$ cat src/rtl/dma_reg_pkg.sv
// Shared widths, register offsets, bit positions and FSM state type for the
// DMA register controller.
`ifndef DATA_WIDTH
`define DATA_WIDTH 32
`endif
`ifndef ADDR_WIDTH
`define ADDR_WIDTH 8
`endif

package dma_reg_pkg;

  localparam int unsigned DMA_DATA_WIDTH = `DATA_WIDTH;
  localparam int unsigned DMA_ADDR_WIDTH = `ADDR_WIDTH;
  localparam int unsigned DMA_CNT_WIDTH  = 16;

  localparam int unsigned REG_CTRL       = 'h00;
  localparam int unsigned REG_IO_ADDR    = 'h04;
  localparam int unsigned REG_MEM_ADDR   = 'h08;
  localparam int unsigned REG_STATUS     = 'h0C;
  localparam int unsigned REG_XFER_COUNT = 'h10;
  localparam int unsigned REG_ERR_STATUS = 'h14;
  localparam int unsigned REG_INTR_EN    = 'h18;
  localparam int unsigned REG_INTR_STAT  = 'h1C;

  localparam int unsigned CTRL_START     = 0;
  localparam int unsigned CTRL_CNT_LSB   = 1;

  localparam int unsigned STAT_BUSY      = 0;
  localparam int unsigned STAT_DONE      = 1;
  localparam int unsigned STAT_ERR       = 2;
  localparam int unsigned STAT_STATE_LSB = 4;

  localparam int unsigned ERR_ZERO       = 0;
  localparam int unsigned ERR_BUSY       = 1;
  localparam int unsigned ERR_MISALIGN   = 2;

  localparam int unsigned INTR_DONE      = 0;
  localparam int unsigned INTR_ERR       = 1;

  typedef enum logic [1:0] {
    ST_IDLE = 2'd0,
    ST_LOAD = 2'd1,
    ST_XFER = 2'd2,
    ST_DONE = 2'd3
  } state_e;

endpackage

$ cat src/rtl/dma_xfer_fsm.sv
// Transfer sequencer: latches the descriptor in LOAD, then issues one
// valid/ready beat per word with incrementing source/destination addresses.
module dma_xfer_fsm
  import dma_reg_pkg::*;
#(
  parameter int unsigned DATA_WIDTH = DMA_DATA_WIDTH,
  parameter int unsigned CNT_WIDTH  = DMA_CNT_WIDTH
) (
  input  logic                  clk,
  input  logic                  rst,
  input  logic                  start_i,
  input  logic [DATA_WIDTH-1:0] cfg_src_i,
  input  logic [DATA_WIDTH-1:0] cfg_dst_i,
  input  logic [CNT_WIDTH-1:0]  cfg_count_i,
  input  logic                  xfer_ready_i,
  output state_e                state_o,
  output logic                  xfer_valid_o,
  output logic [DATA_WIDTH-1:0] xfer_src_o,
  output logic [DATA_WIDTH-1:0] xfer_dst_o,
  output logic [CNT_WIDTH-1:0]  xfer_count_o
);

  state_e                state_q, state_d;
  logic [DATA_WIDTH-1:0] src_q, src_d, dst_q, dst_d;
  logic [CNT_WIDTH-1:0]  rem_q, rem_d, cnt_q, cnt_d;

  always_comb begin
    state_d = state_q;
    src_d   = src_q;
    dst_d   = dst_q;
    rem_d   = rem_q;
    cnt_d   = cnt_q;
    case (state_q)
      ST_IDLE: if (start_i) state_d = ST_LOAD;
      ST_LOAD: begin
        src_d   = cfg_src_i;
        dst_d   = cfg_dst_i;
        rem_d   = cfg_count_i;
        cnt_d   = '0;
        state_d = ST_XFER;
      end
      ST_XFER: if (xfer_ready_i) begin
        src_d = src_q + DATA_WIDTH'(4);
        dst_d = dst_q + DATA_WIDTH'(4);
        rem_d = rem_q - CNT_WIDTH'(1);
        if (cnt_q != '1) cnt_d = cnt_q + CNT_WIDTH'(1);
        if (rem_q == CNT_WIDTH'(1)) state_d = ST_DONE;
      end
      ST_DONE: state_d = ST_IDLE;
      default: state_d = ST_IDLE;
    endcase
  end

  always_ff @(posedge clk) begin
    if (rst) begin
      state_q <= ST_IDLE;
      src_q   <= '0;
      dst_q   <= '0;
      rem_q   <= '0;
      cnt_q   <= '0;
    end else begin
      state_q <= state_d;
      src_q   <= src_d;
      dst_q   <= dst_d;
      rem_q   <= rem_d;
      cnt_q   <= cnt_d;
    end
  end

  assign state_o      = state_q;
  assign xfer_valid_o = (state_q == ST_XFER);
  assign xfer_src_o   = src_q;
  assign xfer_dst_o   = dst_q;
  assign xfer_count_o = cnt_q;

endmodule

$ cat src/rtl/dma_reg_ctrl.sv
// DMA control block: register file, start/error qualification, read mux and
// interrupt generation around the dma_xfer_fsm sequencer.
module dma_reg_ctrl
  import dma_reg_pkg::*;
#(
  parameter int unsigned DATA_WIDTH = DMA_DATA_WIDTH,
  parameter int unsigned ADDR_WIDTH = DMA_ADDR_WIDTH,
  parameter int unsigned CNT_WIDTH  = DMA_CNT_WIDTH
) (
  input  logic                  clk,
  input  logic                  rst,
  input  logic                  wr_en,
  input  logic                  rd_en,
  input  logic [ADDR_WIDTH-1:0] addr,
  input  logic [DATA_WIDTH-1:0] wdata,
  output logic [DATA_WIDTH-1:0] rdata,
  output logic                  xfer_valid,
  input  logic                  xfer_ready,
  output logic [DATA_WIDTH-1:0] xfer_src,
  output logic [DATA_WIDTH-1:0] xfer_dst,
  output logic                  irq
);

  localparam int unsigned DirBit = CTRL_CNT_LSB + CNT_WIDTH;

  logic [CNT_WIDTH-1:0]  wcount_q, wcount_d;
  logic                  dir_q, dir_d;
  logic [DATA_WIDTH-1:0] io_q, io_d, mem_q, mem_d;
  logic [2:0]            err_q, err_d;
  logic [1:0]            ien_q, ien_d, ist_q, ist_d;
  logic                  done_q, done_d;
  logic [DATA_WIDTH-1:0] rdata_q, rd_mux;

  logic sel_ctrl, sel_io, sel_mem, sel_stat, sel_cnt, sel_err, sel_ien, sel_ist;
  assign sel_ctrl = (addr == ADDR_WIDTH'(REG_CTRL));
  assign sel_io   = (addr == ADDR_WIDTH'(REG_IO_ADDR));
  assign sel_mem  = (addr == ADDR_WIDTH'(REG_MEM_ADDR));
  assign sel_stat = (addr == ADDR_WIDTH'(REG_STATUS));
  assign sel_cnt  = (addr == ADDR_WIDTH'(REG_XFER_COUNT));
  assign sel_err  = (addr == ADDR_WIDTH'(REG_ERR_STATUS));
  assign sel_ien  = (addr == ADDR_WIDTH'(REG_INTR_EN));
  assign sel_ist  = (addr == ADDR_WIDTH'(REG_INTR_STAT));

  state_e               state;
  logic [CNT_WIDTH-1:0] xcount;
  logic [CNT_WIDTH-1:0] new_cnt;
  logic idle, start_req, start_zero, start_misalign, start_busy, start_ok;

  // The start write carries its own w_count, so qualify against wdata.
  assign new_cnt        = wdata[CTRL_CNT_LSB +: CNT_WIDTH];
  assign idle           = (state == ST_IDLE);
  assign start_req      = wr_en && sel_ctrl && wdata[CTRL_START];
  assign start_zero     = start_req && idle && (new_cnt == '0);
  assign start_misalign = start_req && idle && !start_zero &&
                          ((io_q[1:0] | mem_q[1:0]) != 2'b00);
  assign start_busy     = start_req && !idle;
  assign start_ok       = start_req && idle && !start_zero && !start_misalign;

  always_comb begin
    wcount_d = wcount_q;
    dir_d    = dir_q;
    io_d     = io_q;
    mem_d    = mem_q;
    ien_d    = ien_q;
    err_d    = err_q;
    ist_d    = ist_q;
    done_d   = done_q;
    if (wr_en) begin
      if (sel_ctrl) begin
        wcount_d = new_cnt;
        dir_d    = wdata[DirBit];
      end
      if (sel_io)  io_d  = wdata;
      if (sel_mem) mem_d = wdata;
      if (sel_ien) ien_d = wdata[1:0];
      if (sel_err) err_d = err_q & ~wdata[2:0];
      if (sel_ist) ist_d = ist_q & ~wdata[1:0];
    end
    // Hardware sets follow the W1C masking so a coincident set survives.
    if (start_zero)     err_d[ERR_ZERO]     = 1'b1;
    if (start_busy)     err_d[ERR_BUSY]     = 1'b1;
    if (start_misalign) err_d[ERR_MISALIGN] = 1'b1;
    if (start_zero || start_busy || start_misalign) ist_d[INTR_ERR] = 1'b1;
    if (state == ST_LOAD) done_d = 1'b0;
    if (state == ST_DONE) begin
      done_d           = 1'b1;
      ist_d[INTR_DONE] = 1'b1;
    end
  end

  always_comb begin
    rd_mux = '0;
    if (sel_ctrl) begin
      rd_mux[CTRL_CNT_LSB +: CNT_WIDTH] = wcount_q;
      rd_mux[DirBit]                    = dir_q;
    end else if (sel_io)   rd_mux = io_q;
    else if (sel_mem)      rd_mux = mem_q;
    else if (sel_stat) begin
      rd_mux[STAT_BUSY]           = (state == ST_LOAD) || (state == ST_XFER);
      rd_mux[STAT_DONE]           = done_q;
      rd_mux[STAT_ERR]            = |err_q;
      rd_mux[STAT_STATE_LSB +: 2] = state;
    end else if (sel_cnt)  rd_mux[CNT_WIDTH-1:0] = xcount;
    else if (sel_err)      rd_mux[2:0] = err_q;
    else if (sel_ien)      rd_mux[1:0] = ien_q;
    else if (sel_ist)      rd_mux[1:0] = ist_q;
  end

  always_ff @(posedge clk) begin
    if (rst) begin
      wcount_q <= '0;
      dir_q    <= 1'b0;
      io_q     <= '0;
      mem_q    <= '0;
      ien_q    <= '0;
      err_q    <= '0;
      ist_q    <= '0;
      done_q   <= 1'b0;
      rdata_q  <= '0;
    end else begin
      wcount_q <= wcount_d;
      dir_q    <= dir_d;
      io_q     <= io_d;
      mem_q    <= mem_d;
      ien_q    <= ien_d;
      err_q    <= err_d;
      ist_q    <= ist_d;
      done_q   <= done_d;
      if (rd_en) rdata_q <= rd_mux;
    end
  end

  dma_xfer_fsm #(
    .DATA_WIDTH(DATA_WIDTH),
    .CNT_WIDTH (CNT_WIDTH)
  ) u_fsm (
    .clk          (clk),
    .rst          (rst),
    .start_i      (start_ok),
    .cfg_src_i    (dir_q ? mem_q : io_q),
    .cfg_dst_i    (dir_q ? io_q : mem_q),
    .cfg_count_i  (wcount_q),
    .xfer_ready_i (xfer_ready),
    .state_o      (state),
    .xfer_valid_o (xfer_valid),
    .xfer_src_o   (xfer_src),
    .xfer_dst_o   (xfer_dst),
    .xfer_count_o (xcount)
  );

  assign rdata = rdata_q;
  assign irq   = |(ist_q & ien_q);

endmodule

$ cat config.mk
export PLATFORM = sky130hd
export DESIGN_NAME = dma_reg_ctrl
export DESIGN_NICKNAME = d
export VERILOG_FILES = /design/src/rtl/dma_reg_pkg.sv /design/src/rtl/dma_xfer_fsm.sv /design/src/rtl/dma_reg_ctrl.sv
export SDC_FILE = /design/constraint.sdc
export NUM_CORES = 1
export LEC_CHECK = 0
export ABC_AREA = 1
export ABC_CLOCK_PERIOD_IN_PS = 3250
export CAP_MARGIN = 20
export CELL_PAD_IN_SITES_DETAIL_PLACEMENT = 1
export CELL_PAD_IN_SITES_GLOBAL_PLACEMENT = 2
export CORE_MARGIN = 3
export CORE_UTILIZATION = 34
export DETAILED_ROUTE_END_ITERATION = 12
export GPL_TIMING_DRIVEN = 0
export PLACE_DENSITY = 0.95
export SYNTH_ARGS = -nofsm -noshare
export SYNTH_HDL_FRONTEND = slang
export SYNTH_HIERARCHICAL = 1
export SYNTH_SLANG_ARGS = --single-unit
$ cat constraint.sdc
create_clock -name clk -period 3.25 [get_ports clk]
set_input_delay 0.65 -clock clk [delete_from_list [all_inputs] [get_ports clk]]
set_output_delay 0.65 -clock clk [all_outputs]
set_load 0.005 [all_outputs]
### Word level (Yosys, flattened, before mapping)

Index checks and enable logic that the tools add are counted.

* flip-flop bits (word level): 219
* input bits: 45
* output and inout port bits: 98
* word-level logic and storage cells: 129

* add/sub/neg operators: 4
* eq/ne operators: 16
* mux-type cells: 42
* bitwise operators: 6
* reduce and logical (&&, ||, !) cells: 44

Operators by type and width (number)
* two-way mux 32 bit: 5
* one-hot mux 32 bit (2 select lines): 2
* two-way mux 16 bit: 5
* adder 32 x 3 -> 32 bit (second input constant): 2
* one-hot mux 16 bit (2 select lines): 2
* == test 8 x 5 -> 1 bit (second input constant): 4
* nonzero test 2 bit: 13
* AND reduction 2 bit: 10
* two-way mux 2 bit: 9
* two-way mux 17 bit: 1
* adder 16 x 1 -> 16 bit (second input constant): 1
* == test 16 x 1 -> 1 bit (second input constant): 1
* == test 8 x 4 -> 1 bit (second input constant): 2
* logical NOT 16 bit: 1
* != test 16 bit (second input constant): 1
* subtractor 16 x 1 -> 16 bit (second input constant): 1
* two-way mux 14 bit: 1
* two-way mux 13 bit: 1
* two-way mux 3 bit: 4
* two-way mux 1 bit: 10
* two-way mux 10 bit: 1
* == test 8 x 3 -> 1 bit (second input constant): 1
* logical AND 1 bit: 8
* logical NOT 8 bit: 1
* other kinds (15): 25

### Logic depth before layout (Yosys ltp)

Gate-level depths: netlist of the first run.

* depth in word-level cells: 12
* mapped depth: 14
* depth with buffers taken out: 14

### Cells and area by module

The synthesis of the first run kept the hierarchy.

By module, submodules not included
* dma_xfer_fsm: times used 1, cells each 1167, area an instance 6844.1 sq um, seq. area each 1961.9 sq um
* dma_reg_ctrl: times used 1, cells each 865, area an instance 6222.2 sq um, seq. area each 2422.3 sq um

### Least setup slack after synthesis of the first run

Ideal clock, no wire load.

* path kind: input to register
* start point: in addr[0]
* end point: reg u_fsm.state_q[1], in the netlist u_fsm/state_o[1]
* library setup time: 115 ps
* data arrival time: 1739 ps
* required time: 3135 ps
* path slack: 1396 ps
* stages: 14
* buffers on the path: 0
* path through: inv_2 -> nand2_2 -> nor2_4 -> nand2_4 -> nor2_8 -> nand3_1 -> inv_1 -> nand2_1 -> nor2_1 -> inv_1 -> nand2_1 -> nand3b_1 -> nand2_1 -> nor2_1

* cells in the longest elaborated chain, start to end: 12

Ends and longest elaborated chain
* start: declaration: line dma_reg_ctrl.sv:14 `input logic [ADDR_WIDTH-1:0] addr,`
* logical NOT 8 bit *: line dma_reg_ctrl.sv:35 `assign sel_ctrl = (addr == ADDR_WIDTH'(REG_CTRL));`
* logical AND 1 bit * (2 in series): line dma_reg_ctrl.sv:52 `assign start_req = wr_en && sel_ctrl && wdata[CTRL_START];`
* logical AND 1 bit *: line dma_reg_ctrl.sv:53, dma_reg_ctrl.sv:54, dma_reg_ctrl.sv:57
* logical AND 1 bit: line dma_reg_ctrl.sv:53 `assign start_zero = start_req && idle && (new_cnt == '0);`
* logical NOT 1 bit: line dma_reg_ctrl.sv:54, dma_reg_ctrl.sv:57
* logical AND 1 bit *: line dma_reg_ctrl.sv:54, dma_reg_ctrl.sv:57
* logical AND 1 bit: line dma_reg_ctrl.sv:54 `assign start_misalign = start_req && idle && !start_zero &&`
* logical NOT 1 bit: line dma_reg_ctrl.sv:57 `assign start_ok = start_req && idle && !start_zero && !start_misalign;`
* logical AND 1 bit *: line dma_reg_ctrl.sv:57
* net start_ok: line dma_reg_ctrl.sv:47 `logic idle, start_req, start_zero, start_misalign, start_busy, start_ok;`
* != test 2 x 1 -> 1 bit (no source line) *
* AND reduction 3 bit (no source line) *
* end signal: assignment: line dma_xfer_fsm.sv:62 `state_q <= state_d;`
* end: declaration: line dma_xfer_fsm.sv:23 `state_e state_q, state_d;`

The timed path passes the listed nets; every way through them passes the cells marked *.
A chain may end at the register's enable or synchronous reset.

### Worst setup path after layout of the first run

* start point: reg u_fsm.state_q[0], in the netlist u_fsm/state_o[0]
* end point: out xfer_valid

* cells in the longest elaborated chain, start to end: 1

Ends and longest elaborated chain
* == test 2 bit: line dma_xfer_fsm.sv:71 `assign xfer_valid_o = (state_q == ST_XFER);`
* end: declaration: line dma_reg_ctrl.sv:17 `output logic xfer_valid,`

Every way passes these cells.

==> flow_summary_export.csv, run 1 <==
group,metric,value,unit
sta,max-slew-margin-rel,33.1,%
drt,vias,14781,
grt,antenna_found_initial,0,
die,core,37800,µm²
grt,grt_max_degree,13,
power,ir_drop,0.000376,V
yosys,ys_types,46,
sta,fin_crit_sh,79.0,%
finish,area_delta_synth_final,21.9,%
run,cap_violations,0,
yosys,seq_area_frac_synth,33.6,%
worst_setup_path,r2r-start,"u_fsm/state_o[0]$_SDFFE_PP0P_",
drt,vias_per_cell,5.41,
placement,dp_cells,2684,
drt,dr_wl_met3,3740,µm
yosys,ys.flop_type,"dfxtp_1",
run_status,status,"finished, final reports clean",
worst_setup_path,end_kind,"output port",
sta,tightestPinTransition,1000,ps
worst_setup_path,timing.critical_path.arrival,1920,ps
sta,fin_worst_skew,8.43,ps
finish,multi_input_area,7430,µm²
placement,io_buffers,141,
power,p_leak,5.24,nW
clocking,cts-root-buf,"clkbuf_16",
drt,dr_wl_met2,27200,µm
drt,drc_errors,0,
drt,ant_nets,0,
placement,hpwl,46000,µm
worst_setup_path,path_max_fanout,5,
die,pin_count,143,
worst_setup_path,cp-start-kind,"register",
finish,fin_nets,2258,
sta,maxSlewViolCount,0,
clocking,cts_buffer_depth,3,
sta,hold_viol,0,
clocking,htreeDepth,1,
sta,max_freq,0.389,GHz
die,num_rows,71,
finish,fin_cells,2730,
worst_setup_path,timing.rr.end,"u_fsm/xfer_src_o[15]$_SDFFE_PP0P_",
clocking,postCtsSetupBuffers,0,
yosys,synthArstFlopShare,0,%
sta,setup_viol,0,
grt,grt_pass1_vias,15187,
yosys,synth.net_count,2088,
yosys,synth_edf_count,0,
placement,gp_congestion,0.959,
finish,antennaDiodeCount,0,
die,die_h,202,µm
drt,drt_wl_total,58700,µm
min_path,holdPathStages,2,
grt,track_usage,27.9,%
clocking,clock_latency,540,ps
die,dieArea,40800,µm²
clocking,cts_resized,0,
clocking,cts_tree,"built",
finish,drive_above_1_share,9.19,%
min_path,hold_end,"u_fsm/xfer_dst_o[7]$_SDFFE_PP0P_",
sta,rsz0062_at_grt,"no",
grt,grt_overflow,0,
drt,wire_per_inst,21.5,µm
worst_setup_path,critical_path_required,2600,ps
clocking,cts_hold_buf,0,
sta,fin_tns_setup,0,ps
clocking,clkTransAtPathRegs,60,ps
drt,dr.first_iter.drc_count,1096,
min_path,hp-start,"rst",
sta,min_period,2570,ps
clocking,numCtsBuffers,27,
drt,wl_met1,26000,µm
min_path,hold_path_class,"in -> reg",
worst_setup_path,worstRegToRegCells,9,
finish,final-seq-area,4380,µm²
grt,grt_first_pass_wirelength,89200,µm
finish,nFillCells,4990,
drt,topRoutingLayerUsed,"met4",
die,initial_core_util,34.6,%
clocking,cts_sinks,219,
die,die_x,202,µm
drt,firstDrtPassIters,5,
yosys,synthesis.area,13100,µm²
worst_setup_path,r2r_slack,730,ps
yosys,ys_seq_elements,219,
yosys,syn_avg_cell_area,6.43,µm²
worst_setup_path,critPathKind,"reg -> out",
yosys,ys_warn_count,6,
power,p_per_area,560,nW/µm²
yosys,syn_inst,2032,
state kept, by name (all words and copies together), names as in the netlist:
name,flops
ien_q,2
u_fsm/xfer_src_o,32
u_fsm/xfer_count_o,16
rdata,32
u_fsm/xfer_dst_o,32
err_q,3
ist_q,2
dir_q,1
u_fsm/state_o,2
io_q,32
mem_q,32
u_fsm/rem_q,16
wcount_q,16
done_q,1
cell usage in the layout, fill, tap and decap left out, types with 15 or more instances in the layout:
cell / n
dfxtp_1: 219
nand2_1: 534
o21ai_0: 141
a21oi_1: 163
inv_1: 175
nor2_1: 328
clkbuf_1: 57
clkbuf_16: 27
a211oi_2: 52
nand4_1: 15
o22ai_1: 22
a211oi_1: 19
buf_2: 29
clkdlybuf4s50_1: 141
nand3_1: 117
layer usage:
layer / global-route usage, % / up-vias
met3: 3.51 / 96
met2: 47.2 / 524
met4: 7.82 / 0
met1: 37.6 / 7184
li1: - / 6977
met5: 0 / -
logic make-up (layout without fill, tap and decap cells):
group,after synthesis,after routing,share of synthesized area (%)
simple gates,1066,1066,34.4
compound gates,437,437,21.0
buf+inv,294,481,9.60
flops,219,219,33.6
fa+ha+maj,11,11,1.05
xor+xnor,5,5,0.335
power breakdown:
group / leakage [nW] / internal (mW) / total, mW / switching (mW)
clock network: 0.402 / 1.65 / 2.87 / 1.22
logic: 3.06 / 0.954 / 2.76 / 1.80
registers: 1.77 / 2.91 / 3.29 / 0.382
total: 5.24 / 5.51 / 8.92 / 3.40
worst max-delay path: stages (launching register included):
cell and delay [ps]:
dfxtp_1 530, inv_1 140, ha_1 250, clkdlybuf4s50_1 460
cells in the mapped netlist (2+ instances only):
cell type | count | share of area (%)
o22ai_1 | 22 | 1.1
nand3b_1 | 6 | 0.34
inv_2 | 14 | 0.40
clkbuf_1 | 48 | 1.4
buf_6 | 11 | 0.95
o21ai_1 | 7 | 0.27
nor3_1 | 13 | 0.50
a31oi_1 | 3 | 0.14
or2_2 | 8 | 0.38
buf_2 | 29 | 1.1
nand4_1 | 15 | 0.72
o32ai_1 | 8 | 0.54
a21oi_2 | 6 | 0.40
nor2_4 | 6 | 0.52
a211oi_1 | 19 | 1.1
nand2_4 | 6 | 0.52
o21ai_0 | 141 | 5.4
nor4_1 | 2 | 0.096
a21oi_1 | 163 | 6.2
nand3_1 | 117 | 4.5
nand2_1 | 534 | 15
dfxtp_1 | 219 | 34
nor2_2 | 8 | 0.38
inv_4 | 3 | 0.14
xor2_1 | 4 | 0.27
o31ai_1 | 2 | 0.11
buf_4 | 2 | 0.11
a211oi_2 | 52 | 5.0
nor2_8 | 5 | 0.77
inv_1 | 175 | 5.0
nand2_2 | 14 | 0.67
buf_1 | 9 | 0.26
nor2_1 | 328 | 9.4
ha_1 | 11 | 1.1
o211ai_1 | 11 | 0.63
metrics by stage:
stage	util [%]	worst slack, ps	total power [mW]	instance area (µm²)	hold slack, ps
floorplan	-	1400	4.80	13100	439
global placement	40.0	432	5.94	15100	451
detailed placement	40.0	393	6.04	15100	462
CTS	42.2	688	8.91	15900	360
global route	42.2	597	9.35	15900	366
finish	42.2	681	8.92	15900	381
final cells by class:
| type | count | share of cell area, % |
|---|---|---|
| plain buffers | 101 | 3.28 |
| clock inverters | 4 | 0.126 |
| inverters | 193 | 4.60 |
| repair buffers | 141 | 8.86 |
| clock buffers | 42 | 4.97 |
| well taps | 511 | 4.01 |
| multi-input cells | 1519 | 46.6 |
| flip-flops and latches | 219 | 27.5 |
worst max-delay path by stage:
| stage | from | end | slack [ps] | cells past startpoint |
|---|---|---|---|---|
| global route | dir_q$_SDFFE_PP0N_ | u_fsm/xfer_dst_o[19]$_SDFFE_PP0P_ | 600 | 9 |
| finish | u_fsm/state_o[0]$_SDFFE_PP0P_ | xfer_valid | 680 | 3 |
| CTS | u_fsm/state_o[0]$_SDFFE_PP0P_ | xfer_valid | 690 | 3 |
| global placement | wdata[5] | u_fsm/state_o[1]$_SDFFE_PP0P_ | 430 | 9 |
| detailed placement | wdata[5] | u_fsm/state_o[1]$_SDFFE_PP0P_ | 390 | 9 |
| floorplan | addr[0] | u_fsm/state_o[1]$_SDFFE_PP0P_ | 1400 | 14 |
No activity file was read; power rests on OpenSTA's default activity.
==> run 2: changes to the inputs <==
ABC_CLOCK_PERIOD_IN_PS = 2200   (was 3250)
CORE_UTILIZATION = 28   (was 34)
PLACE_DENSITY = 0.85   (was 0.95)
clock period = 2.2 ns   (was 3.25 ns; I/O delays follow)
==> flow_summary_export.csv, run 2 (synthesis results as in run 1) <==
group,metric,value,unit
power,ir_drop,0.000676,V
power,power.switching,5.24,mW
sta,tightestPinTransition,1080,ps
worst_setup_path,r2r-start,"dir_q$_SDFFE_PP0N_",
power,finalPower,13.9,mW
finish,final_common_cell,"nand2_1",
placement,hpwl,47700,µm
drt,firstDrtPassIters,5,
clocking,cts-root-buf,"clkbuf_16",
drt,dr_wl_met3,3010,µm
grt,track_usage,23.8,%
worst_setup_path,critical_path_required,2690,ps
drt,vias,14659,
sta,rsz0062_at_grt,"no",
clocking,cts_hold_buf,0,
clocking,cts_sinks,219,
worst_setup_path,path_max_fanout,10,
drt,ant_nets,0,
die,initial_core_util,28.5,%
drt,topRoutingLayerUsed,"met4",
min_path,hold_path_class,"in -> reg",
grt,grt_first_pass_wirelength,91500,µm
drt,dr.first_iter.drc_count,858,
clocking,htreeDepth,1,
power,switching_share,37.8,%
worst_setup_path,timing.critical_path.arrival,2620,ps
die,num_rows,78,
drt,wl_met1,28100,µm
grt,grt_max_degree,14,
run,cap_violations,0,
clocking,clkTransAtPathRegs,60,ps
clocking,numCtsBuffers,28,
die,die_h,222,µm
die,pin_count,143,
grt,antenna_found_initial,0,
power,p_leak,5.40,nW
drt,drc_errors,0,
min_path,hold_end,"u_fsm/xfer_dst_o[7]$_SDFFE_PP0P_",
placement,gp_congestion,0.912,
finish,nFillCells,5842,
sta,whs,165,ps
placement,io_buffers,141,
sta,min_period,2140,ps
clocking,cts_tree,"built",
worst_setup_path,worstRegToRegCells,9,
worst_setup_path,end_kind,"register",
die,dieArea,49300,µm²
min_path,holdPathStages,2,
worst_setup_path,cp-start-kind,"register",
sta,maxSlewViolCount,0,
die,core,45800,µm²
worst_setup_path,crit_family,"buffers and inverters",
sta,hold_viol,0,
finish,layout_common_cells,"nand2_1 (534), nor2_1 (328), dfxtp_1 (214)",
finish,area_delta_synth_final,24.6,%
worst_setup_path,critPathBufInv,3,
drt,wire_per_inst,21.5,µm
power,p_per_area,851,nW/µm²
finish,antennaDiodeCount,0,
worst_setup_path,cp_num_cells,9,
power,internal_power,8.61,mW
drt,dr_wl_met2,28000,µm
worst_setup_path,crit_chain,"clkbuf_1 -> clkbuf_4 -> buf_2 -> nand2_1 -> o21ai_0 -> nor2_1 -> nor2_1 -> nand2_1 -> a21oi_1",
clocking,clock_latency,570,ps
placement,dp_cells,2773,
power,clkPwrFrac,34.6,%
finish,fin_cells,2825,
sta,fin_worst_skew,15.8,ps
min_path,hp-start,"rst",
power,power_frac_seq,35.3,%
drt,vias_per_cell,5.19,
die,die_x,222,µm
finish,fin_nets,2261,
sta,setup_viol,0,
power,combPwrFrac,30.1,%
worst_setup_path,max_stage_delay,320,ps
run_status,status,"finished, final reports clean",
worst_setup_path,critPathKind,"reg -> reg",
sta,max-slew-margin-rel,28.2,%
worst_setup_path,timing.rr.end,"u_fsm/xfer_dst_o[19]$_SDFFE_PP0P_",
drt,drt_wl_total,60800,µm
sta,fin_crit_sh,97.1,%
sta,max_freq,0.468,GHz
clocking,cts_buffer_depth,3,
worst_setup_path,critPathSlowestCell,"dfxtp_1",
finish,drive_above_1_share,10.8,%
grt,grt_pass1_vias,14896,
grt,grt_overflow,0,
worst_setup_path,r2r_slack,60,ps
[run 2: changes by cell type in the layout (fill, tap and decap cells not counted), sizes merged]
cell	delta
clkdlybuf4s50	-2
clkdlybuf4s15	+1
buf	-1
dlymetal6s2s	+1
clkinv	+4
dlygate4sd2	+1
clkbuf	-1
inv	+1
bufinv	+2
[run 2: routing by layer]
metal / up-vias / track usage [%]
met1: 7208 / 32.6
met5: - / 0
met2: 378 / 39.5
met3: 93 / 2.90
li1: 6980 / -
met4: 0 / 6.58
[run 2: worst max path at each step]
stage	start	endpoint	slack, ps
after global routing	u_fsm/state_o[0]$_SDFFE_PP0P_	u_fsm/xfer_dst_o[12]$_SDFFE_PP0P_	3
final	dir_q$_SDFFE_PP0N_	u_fsm/xfer_dst_o[19]$_SDFFE_PP0P_	60
after global placement	rd_en	rdata[15]$_SDFFE_PP0P_	-390
after detailed placement	rd_en	rdata[15]$_SDFFE_PP0P_	-420
after floorplan	u_fsm/state_o[0]$_SDFFE_PP0P_	u_fsm/rem_q[3]$_SDFFE_PP0P_	450
after CTS	u_fsm/state_o[0]$_SDFFE_PP0P_	u_fsm/xfer_src_o[27]$_SDFFE_PP0P_	20
[run 2: worst reg2reg max path, stage by stage, from the launching register on]
cell and delay, ps:
dfxtp_1 320, clkbuf_1 250, clkbuf_4 290, buf_2 290, nand2_1 80, o21ai_0 170
nor2_1 190, nor2_1 250, nand2_1 80, a21oi_1 130
[run 2: repair_timing]
action	CTS	global route
setup buffers	0	2
endpoints found under the hold margin	0	0
resized for setup	22	29
endpoints found under the setup margin	87	49
cloned	0	0
pin swaps	0	2
[run 2: area by class of cell]
type / instances / area (µm²) / area share, %
Sequential cell: 219 / 4390 / 27.0
Clock inverter: 11 / 109 / 0.669
Timing Repair Buffer: 143 / 1440 / 8.85
Multi-Input combinational cell: 1519 / 7460 / 45.8
Tap cell: 600 / 751 / 4.61
Inverter: 193 / 732 / 4.50
Clock buffer: 39 / 823 / 5.06
Buffer: 101 / 567 / 3.48
[run 2: through the flow]
stage | setup TNS, ps | area, µm² | utilization [%] | setup WS (ps)
2_1_floorplan | 0 | 13100 | - | 448
3_3_place_gp | -14870 | 15200 | 33.3 | -386
3_5_place_dp | -19220 | 15200 | 33.3 | -424
4_1_cts | 0 | 16200 | 35.4 | 21.1
5_1_grt | 0 | 16300 | 35.6 | 2.87
6_report | 0 | 16300 | 35.6 | 63.0
[run 2: power groups by stage]
| stage | Combinational (mW) | Clock (mW) | Sequential [mW] |
|---|---|---|---|
| final | 4.16 | 4.79 | 4.89 |
| after global routing | 4.56 | 5.07 | 4.94 |
| after CTS | 4.07 | 4.88 | 4.87 |
| after detailed placement | 4.03 | 0 | 4.94 |
| after global placement | 3.93 | 0 | 4.93 |
| after floorplan | 2.37 | 0 | 4.71 |
